$ cat src/rtl/buzzer_tone_gen_if.sv
// Note-fetch handshake from the music ROM controller plus the buzzer-side outputs.
// The master drives note/volume/control; the slave is the tone generator.
interface buzzer_tone_gen_if;
  logic       tran_vld;
  logic       tran_end;
  logic [5:0] q;
  logic [9:0] volume_in;
  logic       buzzer;
  logic       playing;

  modport master (output tran_vld, tran_end, q, volume_in, input buzzer, playing);
  modport slave  (input tran_vld, tran_end, q, volume_in, output buzzer, playing);
endinterface

$ cat src/rtl/buzzer_tone_gen.sv
// Latches ROM note codes and drives a passive buzzer with a PWM square wave at the note pitch,
// preceded by a silent articulation gap.
//
// state | meaning
// IDLE  | silent, waiting for a note fetch
// GAP   | silent articulation gap at note start
// PLAY  | PWM tone at latched period/duty until next note or stop
module buzzer_tone_gen #(
  parameter int CLK_HZ  = 50_000_000,
  parameter int GAP_CYC = 500_000,
  parameter int PER_W   = 18
) (
  input logic              sysclk,
  input logic              rst_n,
  buzzer_tone_gen_if.slave bus
);
  localparam int GAP_W    = (GAP_CYC > 1) ? $clog2(GAP_CYC) : 1;
  localparam int PROD_W   = PER_W + 10;
  localparam bit TABLE_OK = (CLK_HZ == 50_000_000);

  typedef enum logic [2:0] {
    IDLE = 3'b001,
    GAP  = 3'b010,
    PLAY = 3'b100
  } state_t;

  state_t             state;
  logic               vld_d;
  logic               buzzer_r;
  logic               playing_r;
  logic [GAP_W-1:0]   gap_cnt;
  logic [PER_W-1:0]   per;
  logic [PER_W-1:0]   per_cnt;
  logic [PER_W-1:0]   h;
  logic [17:0]        base;
  logic [1:0]         oct;
  logic [PER_W-1:0]   p_tab;
  logic [PER_W-1:0]   mul_a;
  logic [PROD_W-1:0]  prod;
  logic [PER_W-1:0]   h_new;

  assign oct         = bus.q[5:4];
  assign bus.buzzer  = buzzer_r;
  assign bus.playing = playing_r;

  // Rests and control codes map to period 0, which forces H=0 and a silent PLAY.
  always_comb begin
    base = '0;
    case (bus.q[3:0])
      4'd1:    base = 18'd191113;
      4'd2:    base = 18'd180388;
      4'd3:    base = 18'd170265;
      4'd4:    base = 18'd160705;
      4'd5:    base = 18'd151685;
      4'd6:    base = 18'd143172;
      4'd7:    base = 18'd135139;
      4'd8:    base = 18'd127551;
      4'd9:    base = 18'd120395;
      4'd10:   base = 18'd113636;
      4'd11:   base = 18'd107259;
      4'd12:   base = 18'd101238;
      default: base = '0;
    endcase
    p_tab = '0;
    if (TABLE_OK && oct != 2'd3) p_tab = PER_W'(base >> oct);
    mul_a = vld_d ? p_tab : per;
    prod  = PROD_W'(mul_a) * PROD_W'(bus.volume_in);
    h_new = prod[PROD_W-1:10];
  end

  always_ff @(posedge sysclk or negedge rst_n) begin
    if (!rst_n) begin
      state     <= IDLE;
      vld_d     <= 1'b0;
      buzzer_r  <= 1'b0;
      playing_r <= 1'b0;
      gap_cnt   <= '0;
      per       <= '0;
      per_cnt   <= '0;
      h         <= '0;
    end else begin
      vld_d <= bus.tran_vld & ~bus.tran_end;
      if (bus.tran_end) begin
        state     <= IDLE;
        vld_d     <= 1'b0;
        buzzer_r  <= 1'b0;
        playing_r <= 1'b0;
        gap_cnt   <= '0;
        per_cnt   <= '0;
      end else if (vld_d) begin
        state     <= GAP;
        per       <= p_tab;
        h         <= h_new;
        gap_cnt   <= '0;
        per_cnt   <= '0;
        buzzer_r  <= 1'b0;
        playing_r <= 1'b1;
      end else begin
        case (state)
          GAP: begin
            buzzer_r <= 1'b0;
            if (gap_cnt == GAP_W'(GAP_CYC - 1)) begin
              state    <= PLAY;
              per_cnt  <= '0;
              buzzer_r <= (h != '0);
            end else begin
              gap_cnt <= gap_cnt + GAP_W'(1);
            end
          end
          PLAY: begin
            // Duty is refreshed only on the wrap so a volume change never chops a pulse.
            if (per_cnt == per - PER_W'(1)) begin
              per_cnt  <= '0;
              h        <= h_new;
              buzzer_r <= (h_new != '0);
            end else begin
              per_cnt  <= per_cnt + PER_W'(1);
              buzzer_r <= ((per_cnt + PER_W'(1)) < h);
            end
          end
          default: begin
            state     <= IDLE;
            buzzer_r  <= 1'b0;
            playing_r <= 1'b0;
          end
        endcase
      end
    end
  end
endmodule
$ cat src/flat_wrapper.sv
// flat-port wrapper written by rule: the top's interface ports become plain ports
module buzzer_tone_gen_flat 
#(
  parameter int CLK_HZ  = 50_000_000,
  parameter int GAP_CYC = 500_000,
  parameter int PER_W   = 18
)
  (sysclk, rst_n, bus_tran_vld, bus_tran_end, bus_q, bus_volume_in, bus_buzzer, bus_playing);
  buzzer_tone_gen_if bus_i ();
  input logic sysclk;
  input logic rst_n;
  input wire logic [$bits(bus_i.tran_vld)-1:0] bus_tran_vld;
  input wire logic [$bits(bus_i.tran_end)-1:0] bus_tran_end;
  input wire logic [$bits(bus_i.q)-1:0] bus_q;
  input wire logic [$bits(bus_i.volume_in)-1:0] bus_volume_in;
  output wire logic [$bits(bus_i.buzzer)-1:0] bus_buzzer;
  output wire logic [$bits(bus_i.playing)-1:0] bus_playing;
  assign bus_i.tran_vld = bus_tran_vld;
  assign bus_i.tran_end = bus_tran_end;
  assign bus_i.q = bus_q;
  assign bus_i.volume_in = bus_volume_in;
  assign bus_buzzer = bus_i.buzzer;
  assign bus_playing = bus_i.playing;
  buzzer_tone_gen #(.CLK_HZ(CLK_HZ), .GAP_CYC(GAP_CYC), .PER_W(PER_W)) u_core (.sysclk(sysclk), .rst_n(rst_n), .bus(bus_i));
endmodule
$ cat config.mk
export PLATFORM = sky130hd
export DESIGN_NAME = buzzer_tone_gen_flat
export DESIGN_NICKNAME = d
export VERILOG_FILES = /design/src/rtl/buzzer_tone_gen_if.sv /design/src/rtl/buzzer_tone_gen.sv /design/src/flat_wrapper.sv
export SDC_FILE = /design/constraint.sdc
export NUM_CORES = 1
export LEC_CHECK = 0
export CAP_MARGIN = 20
export CELL_PAD_IN_SITES_DETAIL_PLACEMENT = 1
export CELL_PAD_IN_SITES_GLOBAL_PLACEMENT = 1
export CORE_MARGIN = 1.5
export CORE_UTILIZATION = 35
export DETAILED_ROUTE_END_ITERATION = 12
export PLACE_DENSITY_LB_ADDON = 0.1
export SLEW_MARGIN = 25
export SYNTH_ARGS = -nofsm -noshare
export SYNTH_HDL_FRONTEND = slang
export SYNTH_SLANG_ARGS = --single-unit
$ cat constraint.sdc
create_clock -name sysclk -period 7.4 [get_ports sysclk]
set_input_delay 2.22 -clock sysclk [delete_from_list [all_inputs] [get_ports sysclk]]
set_output_delay 2.22 -clock sysclk [all_outputs]
set_load 0.1 [all_outputs]
==> impl_results.md <==
* Global-route wire length before repair at 63,700 um
* Largest family of logic cells by synthesized area: adder cells
* Synth top cells by count: nand2_1, inv_1, fa_1
* Synthesized area at 0.0114 mm^2
* Cts hold-fix bufs at 0
* Final WL at 40,700 um
* Critical Path Fanout Max at 4
* Clock root buffer master: clkbuf_16
* Largest net degree at the start of global routing at 73
* Dpl cells at 1,995
* DRT antenna net count at 0
* CTS sink count at 79
* Final max-slew violation count at 0
* Seq cells post-synth at 79
* Post-synthesis adder-cell area fraction at 0.316
* Critical R2R Launch: u_core.vld_d
* CTS max path bufs at 2
* Crit-path slowest cell: fa_1
* DRC at 0
* Num CTS Buffers at 9
* Most frequent cell after synthesis: nand2_1
* Clk_lat worst skew at 0.37 ns
* GR Overflow Total at 0
* Multiplexer share of the synthesized area at 0.0160
* Worst hold path class: flip-flop to flip-flop
* Vias in the first global route at 11,643
* Worst reg-to-reg setup slack at 0.41 ns
* Gr usage total at 0.244
* Xor and xnor area share after synthesis at 0.0529
* Ys async rst share at 1.00
* Io pins at 22
* Final Skew at 0.0127 ns
* Num rows at 66
* Crit Path Class: primary input to flip-flop
* Hold Vio Cnt, Final at 0
* Max incr delay on CP at 0.58 ns
* Slew headroom at 0.347
* Die area at 0.0338 mm^2
* Fmax achieved at 113 MHz
* Cell taking the most area after synthesis: fa_1
* Dominant synthesized flop cell: dfrtp_1
* CP dominant cell by count: fa_1
* Worst setup path start: bus_q[1]
* Critical path launch point type: primary input
* Fin util at 0.506
* I/O Buffers at 21
* Sequential share of the synthesized area at 0.173
* Worst-case reg-to-reg path depth at 24
* Fin cells at 2,096
* Die Y at 184 um
* Failing checks: negative setup slack
* # setup viols final at 19
* Synth unique cells at 73
* Initial Util at 0.353
* Fin nets at 1,883
* Share of post-route cells with drive strength above 1 at 0.355
* Synthesized instance count at 1,368
* Iter 0 DRT Violations at 370
* R2r endpoint: u_core.bus.buzzer
* Yosys warns at 0
* Post-Synthesis Net Count at 1,602
* Simple-gate area share of the yosys netlist at 0.213
* WHS at 0.558 ns
* Layout area overhead at 43.2%
* Synth top area cells: fa_1, dfrtp_1, ha_1
* Status: finished, violations left
* WHS Endpoint: u_core.gap_cnt[18]
* Vias per cell at 5.15
* Crit share post-route at 1.20
* Via count at 10,804
* H-tree Lvls at 3
* Post-synth top area share at 0.219
* Req. time, crit path at 7.65 ns
* Post-synth EDFFs at 0
* Core area at 0.0324 mm^2
* Die Wd at 184 um
* TritonCTS clock tree: yes
* Final Wtd Congestion at 0.870
* Worst slew pin tran at 0.977 ns
* RSZ-0062 raised after global routing: true
* Mean Syn Cell Area at 8.36 um^2
* Hold path depth at 2
* Drt first pass iters at 5
* Worst setup EP type: flip-flop
* Slack of the critical path at -1.46 ns
* Initial antenna violation count at 0
* Hold path startpoint: u_core.gap_cnt[18]
* Diode count at 0
* WL/cell at 19.4 um
* Tmin final at 8.86 ns
* Max capacitance violation total at 0
* Clock transition at the registers of the reported paths at 0.07 ns
* Compound-Gate Fraction of Synth Area at 0.149
* HPWL after DPL at 30,800 um
* CP arrival at 9.11 ns
-- worst max-delay path by stage --
stage	end	slack [ns]
after floorplan	u_core.bus.buzzer	-1.39
after global placement	u_core.bus.buzzer	-2.59
after detailed placement	u_core.bus.buzzer	-2.63
after CTS	u_core.bus.buzzer	-1.48
after global routing	u_core.bus.buzzer	-1.64
final	u_core.bus.buzzer	-1.46
-- metal layers --
layer	up-vias	GRT usage	routed length (um)
met2	139	0.425	20700
met5	-	0	0
met4	0	0.0725	994
li1	5084	-	-
met1	5514	0.313	18000
met3	67	0.0341	1080
-- final cells by class --
type	instances	area (um^2)
fillers	3771	16000
multi-input cells	1052	9940
repair buffers	328	2880
flip-flops and latches	79	1980
inverters	179	687
well taps	442	553
clock buffers	9	225
clock inverters	7	120
-- stage by stage --
step	setup TNS [ns]	instance area [um^2]	setup WS, ns
6_report	-16.78	16400	-1.46
5_1_grt	-20.42	16400	-1.64
4_1_cts	-15.67	15700	-1.48
3_5_place_dp	-38.36	13900	-2.63
3_3_place_gp	-37.94	13900	-2.59
2_1_floorplan	-10.56	11600	-1.39
-- registers in the layout, indices dropped and copies added (netlist names) --
signal              cells
u_core.bus.buzzer       1
u_core.bus.playing      1
u_core.gap_cnt         19
u_core.h               18
u_core.per             18
u_core.per_cnt         18
u_core.state            3
u_core.vld_d            1
-- critical path, delay by kind of cell --
kind / cells / cell delay, ns
compound gates: 3 / 0.73
xor+xnor: 1 / 0.08
fa+ha+maj: 7 / 2.93
buf+inv: 8 / 0.64
mux: 2 / 0.79
simple gates: 10 / 1.71
-- what timing repair did --
action / 4_1_cts / 5_1_grt
endpoints found under the setup margin: 19 / 19
gates cloned: 3 / 0
buffers inserted: 60 / 33
resized for setup: 255 / 137
pin swaps: 118 / 99
-- placed cells by master, fill, tap and decap left out, types with 26 or more instances in the layout --
cell type,Yosys,routed
inv_2,1,30
o21ai_0,62,28
buf_4,0,238
fa_1,125,116
a21oi_1,68,35
ha_1,89,66
nand2_1,193,158
dfrtp_1,78,78
and2_1,83,71
xor2_1,31,26
xnor2_1,38,31
buf_6,1,57
inv_1,178,146
nor2_1,93,75
-- cells by family (layout without fill, tap and decap cells) --
logic type      after synthesis  in the layout
buf+inv                     239            523
simple gates                497            497
flops                        79             79
xor+xnor                     69             69
compound gates              255            255
mux                          15             17
fa+ha+maj                   214            214
Power is not shown: default switching activity piles up to over one toggle a cycle in this logic, so the estimate is an artifact.
==> patch 1 (same flow settings) <==
Encoding of `state_t`: now binary (2 bits for 3 states).
--- a/src/rtl/buzzer_tone_gen.sv
+++ b/src/rtl/buzzer_tone_gen.sv
@@ -18,10 +18,10 @@
   localparam int PROD_W   = PER_W + 10;
   localparam bit TABLE_OK = (CLK_HZ == 50_000_000);
 
-  typedef enum logic [2:0] {
-    IDLE = 3'b001,
-    GAP  = 3'b010,
-    PLAY = 3'b100
+  typedef enum logic [1:0] {
+    IDLE = 2'd0,
+    GAP  = 2'd1,
+    PLAY = 2'd2
   } state_t;
 
   state_t             state;
Formal check against the unedited RTL: same outputs for any inputs over 10 cycles, from zero or initial values and one cycle with rst_n low; not proved beyond that.
==> patch 1 against the unedited design <==
The flow still finishes with violations (negative setup slack). Clock skew shrank 0.0038 ns. Via count shrank 5.4%. Setup slack got worse by 0.032 ns. Largest cell class unchanged. Design area decreased by 5.8%. Area after synthesis decreased by 0.65%. Global-route usage fell by 1.3 points. Fmax fell by 0.36%. Sequential cell count decreased by 1. Critical path type unchanged. First-iteration DRC count rose by 6.8%. Highest routed layer unchanged. Routed wire length shrank 9.7%. Worst hold slack lost 0.046 ns. Register-to-register slack worse by 0.27 ns.
==> patch 1: results (changes against the unedited design) <==
Clock network
  • Post-CTS Repair Setup Buffers: 34 (-43%)
  • CTS Buf Count: 9 (unchanged)
  • Worst-skew pair later-pin latency: 0.35 ns (-0.02 ns)
  • Post_cts resized: 166 (-35%)

Worst hold path
  • Worst Min Path Start: u_core.h[4]$_DFFE_PN0P_
  • Hold Path End: u_core.h[4]$_DFFE_PN0P_

Place
  • RePlAce Congestion: 0.807 (-7.2%)
  • DP HPWL: 28.7 mm (-6.9%)
  • Placed cell count: 1939 (-2.8%)
  • Placed Area: 0.0138 mm^2 (-0.68%)

Setup path
  • CP Launch Point: bus_q[1]
  • Critical path peak fanout: 5 (+1)
  • Largest stage delay, worst path: 0.56 ns (-0.02 ns)
  • R2R setup slack: 0.14 ns (-0.27 ns)

Logic synthesis
  • Syn_nets: 1594 (-0.50%)
  • Synth cell count leaders: nand2_1, inv_1, fa_1, ha_1, and2_1
  • Seq/Total Area, Yosys: 0.172 (-0.00119)
  • Syn Area/Cell: 8.37 um^2 (about the same)
  • Top post-synthesis cells by area: fa_1, dfrtp_1, ha_1
  • Synth unique cells: 69 (-5.5%)

STA
  • Worst setup margin: -1.49 ns (-0.0322 ns)
  • # setup viols final: 19 (unchanged)
  • Setup TNS: -20.57 ns (-3.80 ns)
  • Slew @ Worst Pin: 1.01 ns (+0.0353 ns)
  • Layout Skew: 0.00891 ns (-0.00376 ns)

Global route
  • Vias in the first global route: 11.5k (-1.6%)
  • First-pass GRT wire length: 60.8 mm (-4.5%)
  • Largest net degree at the start of global routing: 47 (-36%)

Drt
  • Via Count: 10.2k (-5.4%)
  • Routed len/inst: 18.4 um (-5.5%)
  • Pre-antenna DRT Iters: 6 (+1)
  • Initial DRC Count: 395 (+6.8%)
  • Total routed wirelength: 36.8 mm (-9.7%)

Outcome
  • Status: finished, violations left
  • Failing checks: negative setup slack

Cells and area
  • Final Instance Area: 0.0154 mm^2 (-5.8%)
  • Fillers: 3694 (-2.0%)
  • Share of cells above drive strength 1: 0.304 (-0.0511)
  • Final net count: 1831 (-2.8%)
==> patch 1: changes by cell type after synthesis, moves of 9 or more <==
cell      unedited run  this run
o21ai_0             62        44
nand2_1            193       202
a22o_1              16         2
nor2_1              93        72
nand2b_1            11        25
mux2_2               6        22
==> patch 1: logic make-up (layout without fill, tap and decap cells) <==
| family | Yosys count | in the layout | share of synthesized area |
|---|---|---|---|
| buffers and inverters | 247 | 487 | 0.0833 |
| and+or+nand+nor | 505 | 505 | 0.219 |
| DFF | 78 | 78 | 0.172 |
| muxes | 30 | 31 | 0.0311 |
| xor gates and xnor gates | 70 | 70 | 0.0540 |
| AOI/OAI and AO/OA | 212 | 213 | 0.121 |
| adders and majority gates | 216 | 216 | 0.320 |
==> patch 1: routing by layer <==
| layer | GRT usage | share of wire | up-vias |
|---|---|---|---|
| met5 | 0 | 0 | - |
| met4 | 0.0587 | 0.024 | 0 |
| met3 | 0.0187 | 0.014 | 35 |
| met2 | 0.404 | 0.49 | 76 |
| met1 | 0.308 | 0.47 | 5184 |
| li1 | - | - | 4923 |
==> patch 1: through the flow <==
stage	worst slack, ns	hold WS [ns]
2_1_floorplan	-1.23	0.472
3_3_place_gp	-2.43	0.493
3_5_place_dp	-2.43	0.497
4_1_cts	-1.44	0.514
5_1_grt	-1.85	0.537
6_report	-1.49	0.512
==> patch 1: power groups by stage <==
stage	registers, mW	logic (mW)	clock network, mW
after CTS	0.566	6.89	0.540
after global routing	0.577	7.90	0.552
after floorplan	0.535	3.41	0
after global placement	0.568	5.89	0
after detailed placement	0.570	5.95	0
final	0.566	7.16	0.526
==> patch 1: area by class of cell <==
class                      instances  area share
timing repair buffer             284       0.160
clock buffer                       9      0.0146
tap                              402      0.0326
inverter                         187      0.0465
clock inverter                     7     0.00787
multi-input combinational       1035       0.612
sequential                        78       0.127
==> patch 2 (same settings) <==
Without the edit above. `GAP_CYC` is set to 500_000 in 2 places; all go to 250_000.
--- a/src/rtl/buzzer_tone_gen.sv
+++ b/src/rtl/buzzer_tone_gen.sv
@@ -7,7 +7,7 @@
 // PLAY  | PWM tone at latched period/duty until next note or stop
 module buzzer_tone_gen #(
   parameter int CLK_HZ  = 50_000_000,
-  parameter int GAP_CYC = 500_000,
+  parameter int GAP_CYC = 250_000,
   parameter int PER_W   = 18
 ) (
   input logic              sysclk,
--- a/src/flat_wrapper.sv
+++ b/src/flat_wrapper.sv
@@ -2,7 +2,7 @@
 module buzzer_tone_gen_flat 
 #(
   parameter int CLK_HZ  = 50_000_000,
-  parameter int GAP_CYC = 500_000,
+  parameter int GAP_CYC = 250_000,
   parameter int PER_W   = 18
 )
   (sysclk, rst_n, bus_tran_vld, bus_tran_end, bus_q, bus_volume_in, bus_buzzer, bus_playing);
Formal check against the unedited RTL: no difference found for any inputs over 10 cycles, from zero or initial values and one cycle with rst_n low; that may be too few to reach the edited logic, so the function may still have changed.
==> patch 2 against the unedited design <==
Routed wire length shrank 12%. Die area shrank 0.45%. Area after synthesis is 0.46% lower. The run still ends with negative setup slack left. Critical endpoint unchanged. Design area is 3.4% lower. Setup slack lost 0.20 ns. Sequential cell count fell by 1. Cell count down 3.5%.
==> patch 2: results (changes against the unedited design) <==
Setup path
  • Crit path max-delay family: adder cells
  • Critical path peak fanout: 7 (+3)
  • Largest stage delay, worst path: 0.55 ns (-0.03 ns)
  • CP Launch Point: bus_q[0]
  • R2R setup slack: 0.39 ns (-0.02 ns)
  • CP Depth: 33 (+6.5%)
  • WP data arrival: 9.26 ns (+0.15 ns)
  • FF-to-FF path depth: 24 (unchanged)

Cells and area
  • Share of cells above drive strength 1: 0.334 (-0.0209)
  • Fillers: 3659 (-3.0%)
  • Area Overhead vs Synth: 39.0%
  • Final net count: 1816 (-3.6%)

Place
  • Placed cell count: 1960 (-1.8%)
  • Placed Area: 0.0139 mm^2 (+0.37%)
  • Dpl ws: -2.73 ns (-0.0990 ns)
  • DP HPWL: 28.7 mm (-7.0%)
  • RePlAce Congestion: 0.835 (-4.0%)

Clock network
  • CTS clk-pin slew, worst paths: 0.07 ns (about the same)
  • H-tree Lvls: 3 (unchanged)
  • Worst-skew pair later-pin latency: 0.33 ns (-0.04 ns)

Logic synthesis
  • Top post-synthesis cells by area: fa_1, dfrtp_1, ha_1
  • Synth cell count leaders: nand2_1, inv_1, fa_1, ha_1, nor2_1
  • Syn_nets: 1585 (-1.1%)
  • Synth unique cells: 72 (-1.4%)
  • Syn Area/Cell: 8.42 um^2 (+0.79%)
  • Syn. warnings: 0 (unchanged)
  • Seq/Total Area, Yosys: 0.172 (-0.00140)

Drt
  • Total routed wirelength: 35.8 mm (-12%)
  • Pre-antenna DRT Iters: 4 (-1)
  • Initial DRC Count: 356 (-3.8%)
  • Routed len/inst: 17.7 um (-8.8%)
  • Via density: 5.08 (-1.5%)

Global route
  • Met1 usage: 0.296 (-0.0170)
  • First-pass GRT wire length: 60.2 mm (-5.4%)
  • Aggregate global-route resource usage: 0.224 (-0.0202)
  • Largest net degree at the start of global routing: 78 (+6.8%)
  • Met3 usage: 0.0131 (-0.0210)
  • Global-route met2 utilization: 0.408 (-0.0171)
  • Vias in the first global route: 11.5k (-1.0%)

STA
  • # setup viols final: 19 (unchanged)
  • Layout Skew: 0.00957 ns (-0.00310 ns)
  • Worst setup margin: -1.66 ns (-0.197 ns)
  • Slew headroom: 0.353 (+0.00630)

Outcome
  • Status: finished, violations left
  • Failing checks: negative setup slack
[patch 2: cell types whose count changed in the layout (fill, tap and decap cells not counted), moves of 7 or more]
cell and delta:
buf_4 -35, buf_6 -18, a22o_1 -16, a32o_1 +15
o21ai_1 -14, nand2_4 -10, inv_2 -8, nand2_1 -8
nor2b_1 +8, buf_12 +7, mux2_2 +7, nor2_4 -7
xor2_1 +7
[patch 2: final cells by class]
| class | instances | area share |
|---|---|---|
| clock buffer | 9 | 0.0142 |
| sequential | 78 | 0.123 |
| inverter | 175 | 0.0421 |
| clock inverter | 7 | 0.00514 |
| timing repair buffer | 279 | 0.159 |
| multi-input combinational | 1039 | 0.622 |
| tap | 435 | 0.0344 |
[patch 2: logic make-up (layout without fill, tap and decap cells)]
group           count (synthesis)  count (layout)  share of synthesized area
mux                            25              25                     0.0247
compound gates                232             232                      0.134
flops                          78              78                      0.172
fa+ha+maj                     214             214                      0.318
simple gates                  494             494                      0.217
xor+xnor                       74              74                     0.0569
buf+inv                       234             470                     0.0784
[patch 2: per-stage QoR]
stage | TNS (ns) | power, mW | hold WS [ns]
4_1_cts | -19.04 | 7.54 | 0.564
3_3_place_gp | -36.31 | 6.03 | 0.521
6_report | -18.25 | 8.37 | 0.548
5_1_grt | -23.30 | 9.08 | 0.595
3_5_place_dp | -37.90 | 6.09 | 0.545
2_1_floorplan | -9.38 | 3.80 | 0.464
[patch 2: timing repair]
item,CTS,global route
gates cloned,1,0
endpoints found under the setup margin,19,19
setup buffers,35,20
hold buffers,0,0
gates resized for setup,172,110
pin swaps,81,65
endpoints found under the hold margin,0,0
[patch 2: worst min path at each step]
stage,cells past startpoint,startpoint,to
after detailed placement,2,u_core.h[10]$_DFFE_PN0P_,u_core.h[10]$_DFFE_PN0P_
after floorplan,2,u_core.h[10]$_DFFE_PN0P_,u_core.h[10]$_DFFE_PN0P_
after CTS,2,u_core.bus.playing$_DFFE_PN0P_,u_core.bus.playing$_DFFE_PN0P_
after global routing,2,u_core.bus.playing$_DFFE_PN0P_,u_core.bus.playing$_DFFE_PN0P_
after global placement,2,u_core.bus.playing$_DFFE_PN0P_,u_core.bus.playing$_DFFE_PN0P_
final,2,u_core.bus.playing$_DFFE_PN0P_,u_core.bus.playing$_DFFE_PN0P_
[patch 2: where the power goes]
group          leakage, nW  switching [mW]  total (mW)  internal, mW
logic                 6.31            3.71        7.35          3.65
clock network        0.140           0.196       0.462         0.266
registers             1.04          0.0660       0.556         0.490
total                 7.49            3.97        8.37          4.40
[patch 2: metal layers]
metal  vias up  part of all wire
met5         -                 0
met2        65              0.52
met3        18             0.012
li1       4918                 -
met4         0            0.0077
met1      5270              0.46
